<file path="config.mk">
export PLATFORM = sky130hd
export DESIGN_NAME = rv32i_fetch_unit
export DESIGN_NICKNAME = d
export VERILOG_FILES = /design/src/rtl/rv32i_fetch_unit.sv
export SDC_FILE = /design/constraint.sdc
export NUM_CORES = 1
export LEC_CHECK = 0
export CAP_MARGIN = 20
export CELL_PAD_IN_SITES_DETAIL_PLACEMENT = 0
export CELL_PAD_IN_SITES_GLOBAL_PLACEMENT = 1
export CORE_MARGIN = 2
export CORE_UTILIZATION = 27
export CTS_CLUSTER_SIZE = 12
export DETAILED_ROUTE_END_ITERATION = 16
export HOLD_SLACK_MARGIN = 0.05
export MAX_ROUTING_LAYER = met4
export PLACE_DENSITY_LB_ADDON = 0.1
export SETUP_SLACK_MARGIN = 0.15
export SLEW_MARGIN = 20
export SYNTH_ARGS = -nofsm -noshare
export SYNTH_HDL_FRONTEND = slang
export SYNTH_SLANG_ARGS = --single-unit
</file>
<file path="constraint.sdc">
create_clock -name clk -period 3.3 [get_ports clk]
set_clock_uncertainty 0.2 [all_clocks]
set_input_delay 0.66 -clock clk [delete_from_list [all_inputs] [get_ports clk]]
set_output_delay 0.66 -clock clk [all_outputs]
set_load 0.03 [all_outputs]
</file>
<file path="src/rtl/rv32i_fetch_unit.sv">
// RV32I instruction fetch stage: sequential PC generation, credit-limited memory
// requests, in-order response buffering and redirect/fault handling.
module rv32i_fetch_unit #(
    parameter logic [31:0] RESET_PC = 32'h0000_0000,
    parameter int          DEPTH    = 2
) (
    input  logic        clk,
    input  logic        rst_n,
    input  logic        redirect_valid,
    input  logic [31:0] redirect_pc,
    output logic        imem_req_valid,
    input  logic        imem_req_ready,
    output logic [31:0] imem_req_addr,
    input  logic        imem_rsp_valid,
    input  logic [31:0] imem_rsp_data,
    input  logic        imem_rsp_err,
    output logic        out_valid,
    input  logic        out_ready,
    output logic [31:0] out_instr,
    output logic [31:0] out_pc,
    output logic [1:0]  out_fault
);
    localparam int AW = $clog2(DEPTH);
    localparam int CW = AW + 1;
    localparam logic [CW:0]  DEPTH_W   = (CW + 1)'(DEPTH);
    localparam logic [31:0]  NOP_INSTR = 32'h0000_0013;
    localparam logic [1:0]   FAULT_NONE   = 2'b00;
    localparam logic [1:0]   FAULT_ACCESS = 2'b01;
    localparam logic [1:0]   FAULT_ALIGN  = 2'b10;

    typedef enum logic {RUN, HALT} state_t;

    state_t          state_reg, state_next;
    logic            armed_reg;
    logic [31:0]     fetch_pc_reg, fetch_pc_next;
    logic [31:0]     rsp_pc_reg, rsp_pc_next;
    logic [CW-1:0]   inflight_reg, inflight_next;
    logic [CW-1:0]   discard_reg, discard_next;
    logic [CW-1:0]   count_reg, count_next;
    logic [AW-1:0]   rd_ptr_reg, rd_ptr_next;
    logic [AW-1:0]   wr_ptr_reg, wr_ptr_next;
    logic [AW-1:0]   push_ptr;

    logic [31:0]     instr_mem [DEPTH];
    logic [31:0]     pc_mem    [DEPTH];
    logic [1:0]      fault_mem [DEPTH];

    logic            push;
    logic [31:0]     push_instr;
    logic [31:0]     push_pc;
    logic [1:0]      push_fault;
    logic            req_fire;
    logic            pop;
    logic            fifo_nonempty;
    logic [CW:0]     occupancy;

    assign fifo_nonempty = (count_reg != '0);
    assign occupancy     = {1'b0, inflight_reg} + {1'b0, count_reg};

    // armed_reg keeps the request line low until the first edge after reset release.
    assign imem_req_valid = armed_reg && (state_reg == RUN) && !redirect_valid
                            && (occupancy < DEPTH_W);
    assign imem_req_addr  = fetch_pc_reg;
    assign req_fire       = imem_req_valid && imem_req_ready;

    assign out_valid = fifo_nonempty && !redirect_valid;
    assign out_instr = fifo_nonempty ? instr_mem[rd_ptr_reg] : '0;
    assign out_pc    = fifo_nonempty ? pc_mem[rd_ptr_reg]    : '0;
    assign out_fault = fifo_nonempty ? fault_mem[rd_ptr_reg] : FAULT_NONE;
    assign pop       = out_valid && out_ready;

    always_comb begin
        state_next    = state_reg;
        fetch_pc_next = req_fire ? fetch_pc_reg + 32'd4 : fetch_pc_reg;
        rsp_pc_next   = rsp_pc_reg;
        inflight_next = inflight_reg + CW'(req_fire) - CW'(imem_rsp_valid);
        discard_next  = discard_reg;
        push          = 1'b0;
        push_instr    = imem_rsp_data;
        push_pc       = rsp_pc_reg;
        push_fault    = FAULT_NONE;

        if (imem_rsp_valid) begin
            if (discard_reg != '0) begin
                discard_next = discard_reg - CW'(1);
            end else begin
                push        = 1'b1;
                rsp_pc_next = rsp_pc_reg + 32'd4;
                if (imem_rsp_err) begin
                    // Everything still outstanding belongs to the faulted stream.
                    push_instr   = NOP_INSTR;
                    push_fault   = FAULT_ACCESS;
                    discard_next = inflight_next;
                    state_next   = HALT;
                end
            end
        end

        // Redirect overrides any response handling done above.
        if (redirect_valid) begin
            fetch_pc_next = redirect_pc;
            rsp_pc_next   = redirect_pc;
            discard_next  = inflight_next;
            push          = 1'b0;
            state_next    = RUN;
            if (redirect_pc[1:0] != 2'b00) begin
                push       = 1'b1;
                push_instr = NOP_INSTR;
                push_pc    = redirect_pc;
                push_fault = FAULT_ALIGN;
                state_next = HALT;
            end
        end

        push_ptr    = redirect_valid ? '0 : wr_ptr_reg;
        wr_ptr_next = push_ptr + AW'(push);
        rd_ptr_next = redirect_valid ? '0 : rd_ptr_reg + AW'(pop);
        count_next  = (redirect_valid ? '0 : count_reg - CW'(pop)) + CW'(push);
    end

    always_ff @(posedge clk or negedge rst_n) begin
        if (!rst_n) begin
            state_reg    <= RUN;
            armed_reg    <= 1'b0;
            fetch_pc_reg <= RESET_PC;
            rsp_pc_reg   <= RESET_PC;
            inflight_reg <= '0;
            discard_reg  <= '0;
            count_reg    <= '0;
            rd_ptr_reg   <= '0;
            wr_ptr_reg   <= '0;
        end else begin
            state_reg    <= state_next;
            armed_reg    <= 1'b1;
            fetch_pc_reg <= fetch_pc_next;
            rsp_pc_reg   <= rsp_pc_next;
            inflight_reg <= inflight_next;
            discard_reg  <= discard_next;
            count_reg    <= count_next;
            rd_ptr_reg   <= rd_ptr_next;
            wr_ptr_reg   <= wr_ptr_next;
        end
    end

    // Entry storage needs no reset: reads are masked while the FIFO is empty.
    always_ff @(posedge clk) begin
        if (push) begin
            instr_mem[push_ptr] <= push_instr;
            pc_mem[push_ptr]    <= push_pc;
            fault_mem[push_ptr] <= push_fault;
        end
    end
endmodule

</file>
Word-level counts from Yosys, hierarchy flattened
Memory sizes are Yosys's and may differ from the RTL's.
Index checks and enable logic that the tools add are counted.
Operators by class
  $add $sub $neg: 10
  $mul: 0
  div/mod/pow operators: 0
  order comparisons: 1
  equal/unequal tests: 1
  shifts and indexed selects: 0
  mux-type cells: 37
  bitwise operators: 1
  reductions and logical operators: 17
Operators by type and width (count)
  two-way mux 32 bit: 14
  adder 32 x 3 -> 32 bit (second input constant): 2
  two-way mux 2 bit: 8
  two-way mux 1 bit: 15
  nonzero test 2 bit: 6
  logical AND 1 bit: 6
  adder 2 x 1 -> 2 bit: 2
  AND reduction 2 bit: 2
  subtractor 2 x 1 -> 2 bit: 2
  adder 2 x 2 -> 3 bit: 1
  less-than comparator 3 x 2 -> 1 bit (second input constant): 1
  AND reduction 3 bit: 1
  nonzero test 3 bit: 1
  adder 1 bit: 2
  != test 2 bit (second input constant): 1
  subtractor 2 x 1 -> 2 bit (second input constant): 1
  logical NOT 1 bit: 1
  inverter 1 bit: 1
Word-level totals
  flip-flop bits (word level): 74
  latch bits: 0
  RAM bits: 132
  ROM bits: 0
  bits of input ports: 71
  output and inout port bits: 100
  word-level logic and storage cells: 79
  memories kept: 3
Memory list
  instr_mem: depth 2, bits a word 32, rd ports 1, clocked after memory_dff 0, write ports 1, RTL line 44  | logic [31:0] instr_mem [DEPTH];
  pc_mem: depth 2, bits a word 32, rd ports 1, clocked after memory_dff 0, write ports 1, RTL line 45  | logic [31:0] pc_mem [DEPTH];
  fault_mem: depth 2, bits a word 2, rd ports 1, clocked after memory_dff 0, write ports 1, RTL line 46  | logic [1:0] fault_mem [DEPTH];

Logic depth before layout (Yosys ltp)
Gate-level depths: netlist (run 1).
  depth in word-level cells: 11
  gate-level depth with buffers: 13

Least setup slack after synthesis (run 1)
No wires, ideal clock.
  path type: input to register
  start: input imem_rsp_valid
  end: memory fault_mem[0][0] (enable)
  arrival time: 3105 ps
  data required time: 2669 ps
  path slack: -436 ps
  cell stages on the path: 4
  buffers on the path: 1
  path through: or3b_1 buf_2 o21ai_0 ha_1
On the way
  word-level cells in the longest chain between the ends: 4
Ends and longest elaborated chain
  start: declaration: RTL line 14  | input logic imem_rsp_valid,
  two-way mux 1 bit: RTL line 83  | if (imem_rsp_valid) begin
  two-way mux 1 bit: RTL line 100  | if (redirect_valid) begin
  two-way mux 1 bit: RTL line 147  | if (push) begin
  two-way mux 1 bit (not written as such): RTL line 150  | fault_mem[push_ptr] <= push_fault;
  end: declaration: RTL line 46
No other way between the ends.

Worst setup path after layout (run 1)
  start: register rd_ptr_reg
  end: output out_pc[14]
On the way
  word-level cells in the longest chain between the ends: 2
Ends and longest elaborated chain
  start: declaration: RTL line 40  | logic [AW-1:0] rd_ptr_reg, rd_ptr_next;
  start signal: assignment: RTL line 140  | rd_ptr_reg <= rd_ptr_next;
  memory (2 x 32 bit)
  two-way mux 32 bit: RTL line 68  | assign out_pc = fifo_nonempty ? pc_mem[rd_ptr_reg] : '0;
  end: declaration: RTL line 20  | output logic [31:0] out_pc,
No other way between the ends.

==> impl_metrics.ini, run 1 <==
[run_status]
status = finished clean

[sta]
period_share = 0.931
final_max_slew_viol_count = 0
fmax_ghz = 0.326
final_hold_viol_count = 0
max-slew-margin-rel = 0.519
rsz0062_at_grt = false
hold_ws_ns = 0.326
timing_worst_slew_pin_value_ns = 0.715
period_needed_ns = 3.07
setup_tns_ns = 0
setup_viol = 0

[pwr]
leakage_nw = 5.12
max-vdd-ir-drop_mv = 0.348
p_per_area_nw_per_um2 = 750

[logic_synthesis]
synth_top_family_by_area = simple AND/OR/NAND/NOR gates
async_reset_ff_frac = 0.359
synth_flop_cell = edfxtp_1
synthXorXnorAreaFrac = 0.0319
synth_fa_ha_area_frac = 0.0125
avgSynthCellArea_um2 = 11.3
synth.area.mux_share = 0.0734
yosys_warnings = 0
synth_compound_area_frac = 0.0631
syn_nets = 930
ys_seq_area_frac = 0.605
ys_types = 55
synth_edf_count = 132
synth_seq_cells = 206
synth_simple_gate_area_frac = 0.188
synth_area_um2 = 9620
netlist_instances = 850

[layout]
area_growth_pct = 35.9
drive_gt1_frac = 0.105
reg_top3 = instr_mem (64), pc_mem (64)
num-nets-final = 1125
fill_cells = 3528

[global_routing]
overflow = 0
antenna_found_initial = 1
grt_max_degree = 57
grt_usage = 0.156
grt_pass1_vias = 7005
grt_pass1_wl_um = 42700

[worst_setup_path]
cp-end-kind = output pin
regToRegSetupSlack_ns = 0.24
criticalPathCategory = flop to output pin
reg2reg_depth = 11
required_ns = 2.44
cp.arrival_ns = 2.21
r2r_start = count_reg[0]
start_kind = flop
crit_fanout = 7
r2r-end = discard_reg[1]

[clocking]
root_buffer = clkbuf_16
cts_buffers = 25
cts_sinks = 206
cts.reportedPaths.clkPinSlew_ns = 0.06
htree_levels = 1
worstSkewPairLatency_ns = 0.52
cts_tree = yes
clock_path_buffers = 3

[floorplan]
core_region_area_um2 = 35300
start_util = 0.272
chipWidth_um = 193
ios = 171
fp.dieH_um = 193
die-area_um2 = 37100
core.rowCount = 69

[detailed_routing]
via_per_inst = 4.61
drc = 0
initialDrtViolationCount = 311
drt-total-wl_um = 28300
avgRoutedWirePerCell_um = 18.5
vias = 7036
firstDrtPassIters = 4
antenna_left = 0

[min_path]
hold_end = imem_req_addr[0]
holdPathStages = 2
worstHoldPathType = flop to flop
worstHoldStart = imem_req_addr[0]

[place]
place.gp.congestion = 0.775
io_buffer_count = 170
hpwl_um = 19700

[run]
maxCapViolations = 0
[cell type report]
type	instances	area [µm²]	area share
Antenna cell	1	2.50	0.000191
Timing Repair Buffer	210	2180	0.167
Inverter	19	71.3	0.00546
Clock inverter	18	140	0.0107
Clock buffer	27	633	0.0484
Multi-Input combinational cell	583	3650	0.279
Sequential cell	206	5820	0.445
Tap cell	461	577	0.0441
[worst max-delay path by stage]
stage	slack, ns	depth (start not counted)	to	start
after floorplan	-0.44	4	fault_mem[0][0]	imem_rsp_valid
after global placement	0.21	7	imem_req_addr[21]	imem_req_ready
after detailed placement	0.19	7	imem_req_addr[21]	imem_req_ready
after CTS	0.15	5	imem_req_valid	count_reg[0]
after global routing	0.15	4	out_instr[15]	rd_ptr_reg
final	0.23	4	out_pc[14]	rd_ptr_reg
[placed cells by master (no fill, tap or decap), types with 5 or more instances in the layout]
master / n
and4_1: 7
nand4_1: 25
mux2i_1: 66
inv_1: 15
nand2_1: 153
dfrtp_1: 73
o211ai_1: 19
clkinv_1: 8
xnor2_1: 10
and3_1: 9
buf_4: 29
xor2_1: 24
buf_12: 11
a21oi_1: 6
clkbuf_16: 25
nand2b_1: 5
dlygate4sd2_1: 6
nor2_1: 83
edfxtp_1: 132
clkdlybuf4s50_1: 143
dlymetal6s2s_1: 18
clkinv_2: 6
nand3_1: 21
and2_1: 37
o311ai_0: 5
o31a_1: 5
a31oi_1: 5
o21ai_0: 42
[metal layers]
layer  global-route usage  up-vias  wire length [µm]
met2                0.238      165             12800
li1                     -     3416                 -
met3               0.0269       25              1450
met4               0.0273        0               290
met1                0.220     3430             13700
met5                    -        -                 0
[timing repair]
item                       4_1_cts  5_1_grt
setup endpoints to repair       67       29
gates resized for setup          7       23
pin swaps                        2        4
hold buffers                     1        0
buffers inserted                 4        2
hold endpoints to repair        33        0
gates cloned                     0        0
[synthesized netlist by cell type (all sizes together), types with 16 or more instances]
library cell | instances | area share
and2 | 38 | 0.025
mux2i | 66 | 0.069
edfxtp | 132 | 0.41
dfrtp | 74 | 0.19
o21ai | 47 | 0.024
nand4 | 26 | 0.018
o211ai | 19 | 0.015
nand3 | 24 | 0.014
nor2 | 86 | 0.034
clkbuf | 26 | 0.010
nand2 | 153 | 0.060
inv | 18 | 0.0070
xor2 | 24 | 0.022
buf | 16 | 0.0083
[metrics by stage]
stage	cells	worst slack, ns	power (mW)	utilization	instance area (µm²)
after floorplan	850	-0.436	5.63	-	9670
final	1525	0.229	9.80	0.370	13100
after detailed placement	1472	0.185	7.30	0.345	12200
after global placement	1472	0.209	7.28	0.345	12200
after CTS	1522	0.152	9.97	0.368	13000
after global routing	1525	0.151	10.4	0.370	13100
[kinds of logic after synthesis]
family	count (synthesis)
other	1
adder cells (fa/ha/maj)	9
buffers and inverters	61
flip-flops	206
multiplexers	70
XOR/XNOR	35
AND/OR/NAND/NOR	371
AO/OA/AOI/OAI	97
[report_power, final]
part	leakage (nW)	total, mW	switching [mW]	internal [mW]
sequential	2.14	3.44	0.253	3.19
combinational	2.60	3.77	2.23	1.53
clock	0.378	2.60	1.07	1.53
[worst max-delay path, cell delays in order, from the launching register on]
cell             delay (ns)
dfrtp_4                0.57
buf_4                  0.19
mux2i_1                0.12
nor2_1                 0.08
clkdlybuf4s50_1        0.73
No activity file was read; power rests on OpenSTA's default activity.
==> run 2: changes to the inputs <==
Clock period 3.3 ns to 2.71 ns, I/O delays scaled along.
==> run 2 against run 1 <==
  * Worst setup slack got worse by 0.45 ns
  * Cell count rose by 3.5%
  * The flow now finishes with violations (setup timing)
  * Non-clock buffer count rose by 55
  * Die area did not move
  * Clock-buffer cell count rose by 5
  * Largest cell class unchanged
  * Largest power group unchanged
  * Total power rose by 34%
==> impl_metrics.ini, run 2 (same netlist as run 1, synthesis figures left out) <==
[sta]
final_hold_viol_count = 0
timing_worst_slew_pin_value_ns = 0.724
period_needed_ns = 2.93
max-slew-margin-rel = 0.515
setup_viol = 24
fmax_ghz = 0.341
hold_ws_ns = 0.219
setup_tns_ns = -1.76
setup_ws_ns = -0.220
final_max_slew_viol_count = 0
rsz0062_at_grt = true
period_share = 1.08

[layout]
antenna_cells = 0
num-nets-final = 1180
utilization = 0.386
reg_top3 = instr_mem (64), pc_mem (64)
fin_cells = 1579
final_cell_mix = nand2_1, edfxtp_1, buf_4
area_growth_pct = 41.8
final_common_cell = nand2_1
drive_gt1_frac = 0.221

[worst_setup_path]
required_ns = 2.91
criticalPathCategory = flop to flop
crit_fanout = 2
cp.arrival_ns = 3.13
regToRegSetupSlack_ns = -0.22
r2r-end = discard_reg[1]
start_kind = flop
r2r_start = inflight_reg[0]
reg2reg_depth = 11
cp-end-kind = flop

[floorplan]
core.rowCount = 69
fp.dieH_um = 193
ios = 171
die-area_um2 = 37100
core_region_area_um2 = 35300
start_util = 0.272
chipWidth_um = 193

[clocking]
cts_buffers = 25
htree_levels = 1
cts.reportedPaths.clkPinSlew_ns = 0.06
cts_sinks = 206
cts_tree = yes
worstSkewPairLatency_ns = 0.51
clock_path_buffers = 3
root_buffer = clkbuf_16

[place]
placed_cells = 1501
io_buffer_count = 170
place.gp.congestion = 0.769
hpwl_um = 20200

[pwr]
leakage_nw = 5.37
max-vdd-ir-drop_mv = 0.501
p_per_area_nw_per_um2 = 964
post-layout-total-power_mw = 13.1

[min_path]
holdPathStages = 3
worstHoldStart = redirect_valid
hold_end = imem_req_addr[0]
worstHoldPathType = input port to flop

[detailed_routing]
antenna_left = 0
firstDrtPassIters = 4
drc = 0
vias = 7237
via_per_inst = 4.58
drt-total-wl_um = 30300
avgRoutedWirePerCell_um = 19.2
initialDrtViolationCount = 354

[global_routing]
grt_usage = 0.166
overflow = 0
grt_pass1_vias = 7252
antenna_found_initial = 0
grt_pass1_wl_um = 44900
grt_max_degree = 46

[run_status]
violations = setup timing
status = finished with violations

[run]
maxCapViolations = 0
-- run 2: cell count changes in the layout (fill, tap and decap cells not counted), moves of 7 or more --
cell	before	now
clkdlybuf4s50_1	143	99
dlymetal6s2s_1	18	1
buf_4	29	113
buf_2	1	10
buf_6	0	13
o21ai_0	42	35
-- run 2: metal layers --
layer,routed length [µm],vias to the layer above,global-route usage
met1,15000,3506,0.236
met2,13500,170,0.251
met3,1450,30,0.0244
met4,409,0,0.0326
li1,-,3531,-
met5,0,-,-
-- run 2: how the worst max path moves through the flow --
stage / from / endpoint / slack [ns] / depth (start not counted)
after floorplan: count_reg[0] / discard_reg[1] / -0.44 / 13
after global placement: count_reg[0] / discard_reg[1] / -0.21 / 11
after detailed placement: count_reg[0] / discard_reg[1] / -0.26 / 11
after CTS: inflight_reg[0] / discard_reg[1] / -0.27 / 11
after global routing: inflight_reg[0] / discard_reg[1] / -0.31 / 11
final: inflight_reg[0] / discard_reg[1] / -0.22 / 11
-- run 2: area by class of cell --
type                            instances  area, µm²
Inverter                               19       71.3
Fill cell                            3496      21700
Timing Repair Buffer                  265       2670
Multi-Input combinational cell        583       3710
Clock buffer                           32        652
Clock inverter                         13        140
Tap cell                              461        577
Sequential cell                       206       5820
-- run 2: timing repair --
item,CTS,global route
hold buffers,1,0
hold endpoints to repair,29,0
cloned,6,3
setup endpoints to repair,98,96
buffers inserted,20,3
gates resized for setup,262,72
pin swaps,15,4
-- run 2: stage by stage --
step	area [µm²]	worst slack, ns
detailed placement	12300	-0.260
CTS	13500	-0.265
global placement	12300	-0.209
global route	13600	-0.310
finish	13600	-0.220
floorplan	9690	-0.439
-- run 2: power breakdown --
group	switching (mW)	total (mW)	internal, mW
Sequential	0.252	4.13	3.88
Clock	1.30	3.27	1.98
Combinational	3.18	5.74	2.56
-- run 2: worst max-delay path, stage by stage (launching register included) --
cell and delay (ns):
dfrtp_1 0.38, and2_4 0.16, fa_1 0.47, or4b_4 0.54, nor2_4 0.11, inv_2 0.06
ha_4 0.25, inv_2 0.03, ha_4 0.15, xnor2_2 0.14, xnor2_2 0.14, a22o_1 0.18
==> run 3: changes to the inputs <==
Settings changed: CAP_MARGIN 20 to 0, SLEW_MARGIN 20 to unset.
==> results of run 3 <==
No change in the layout: final DEF, timing and power equal those of run 2.
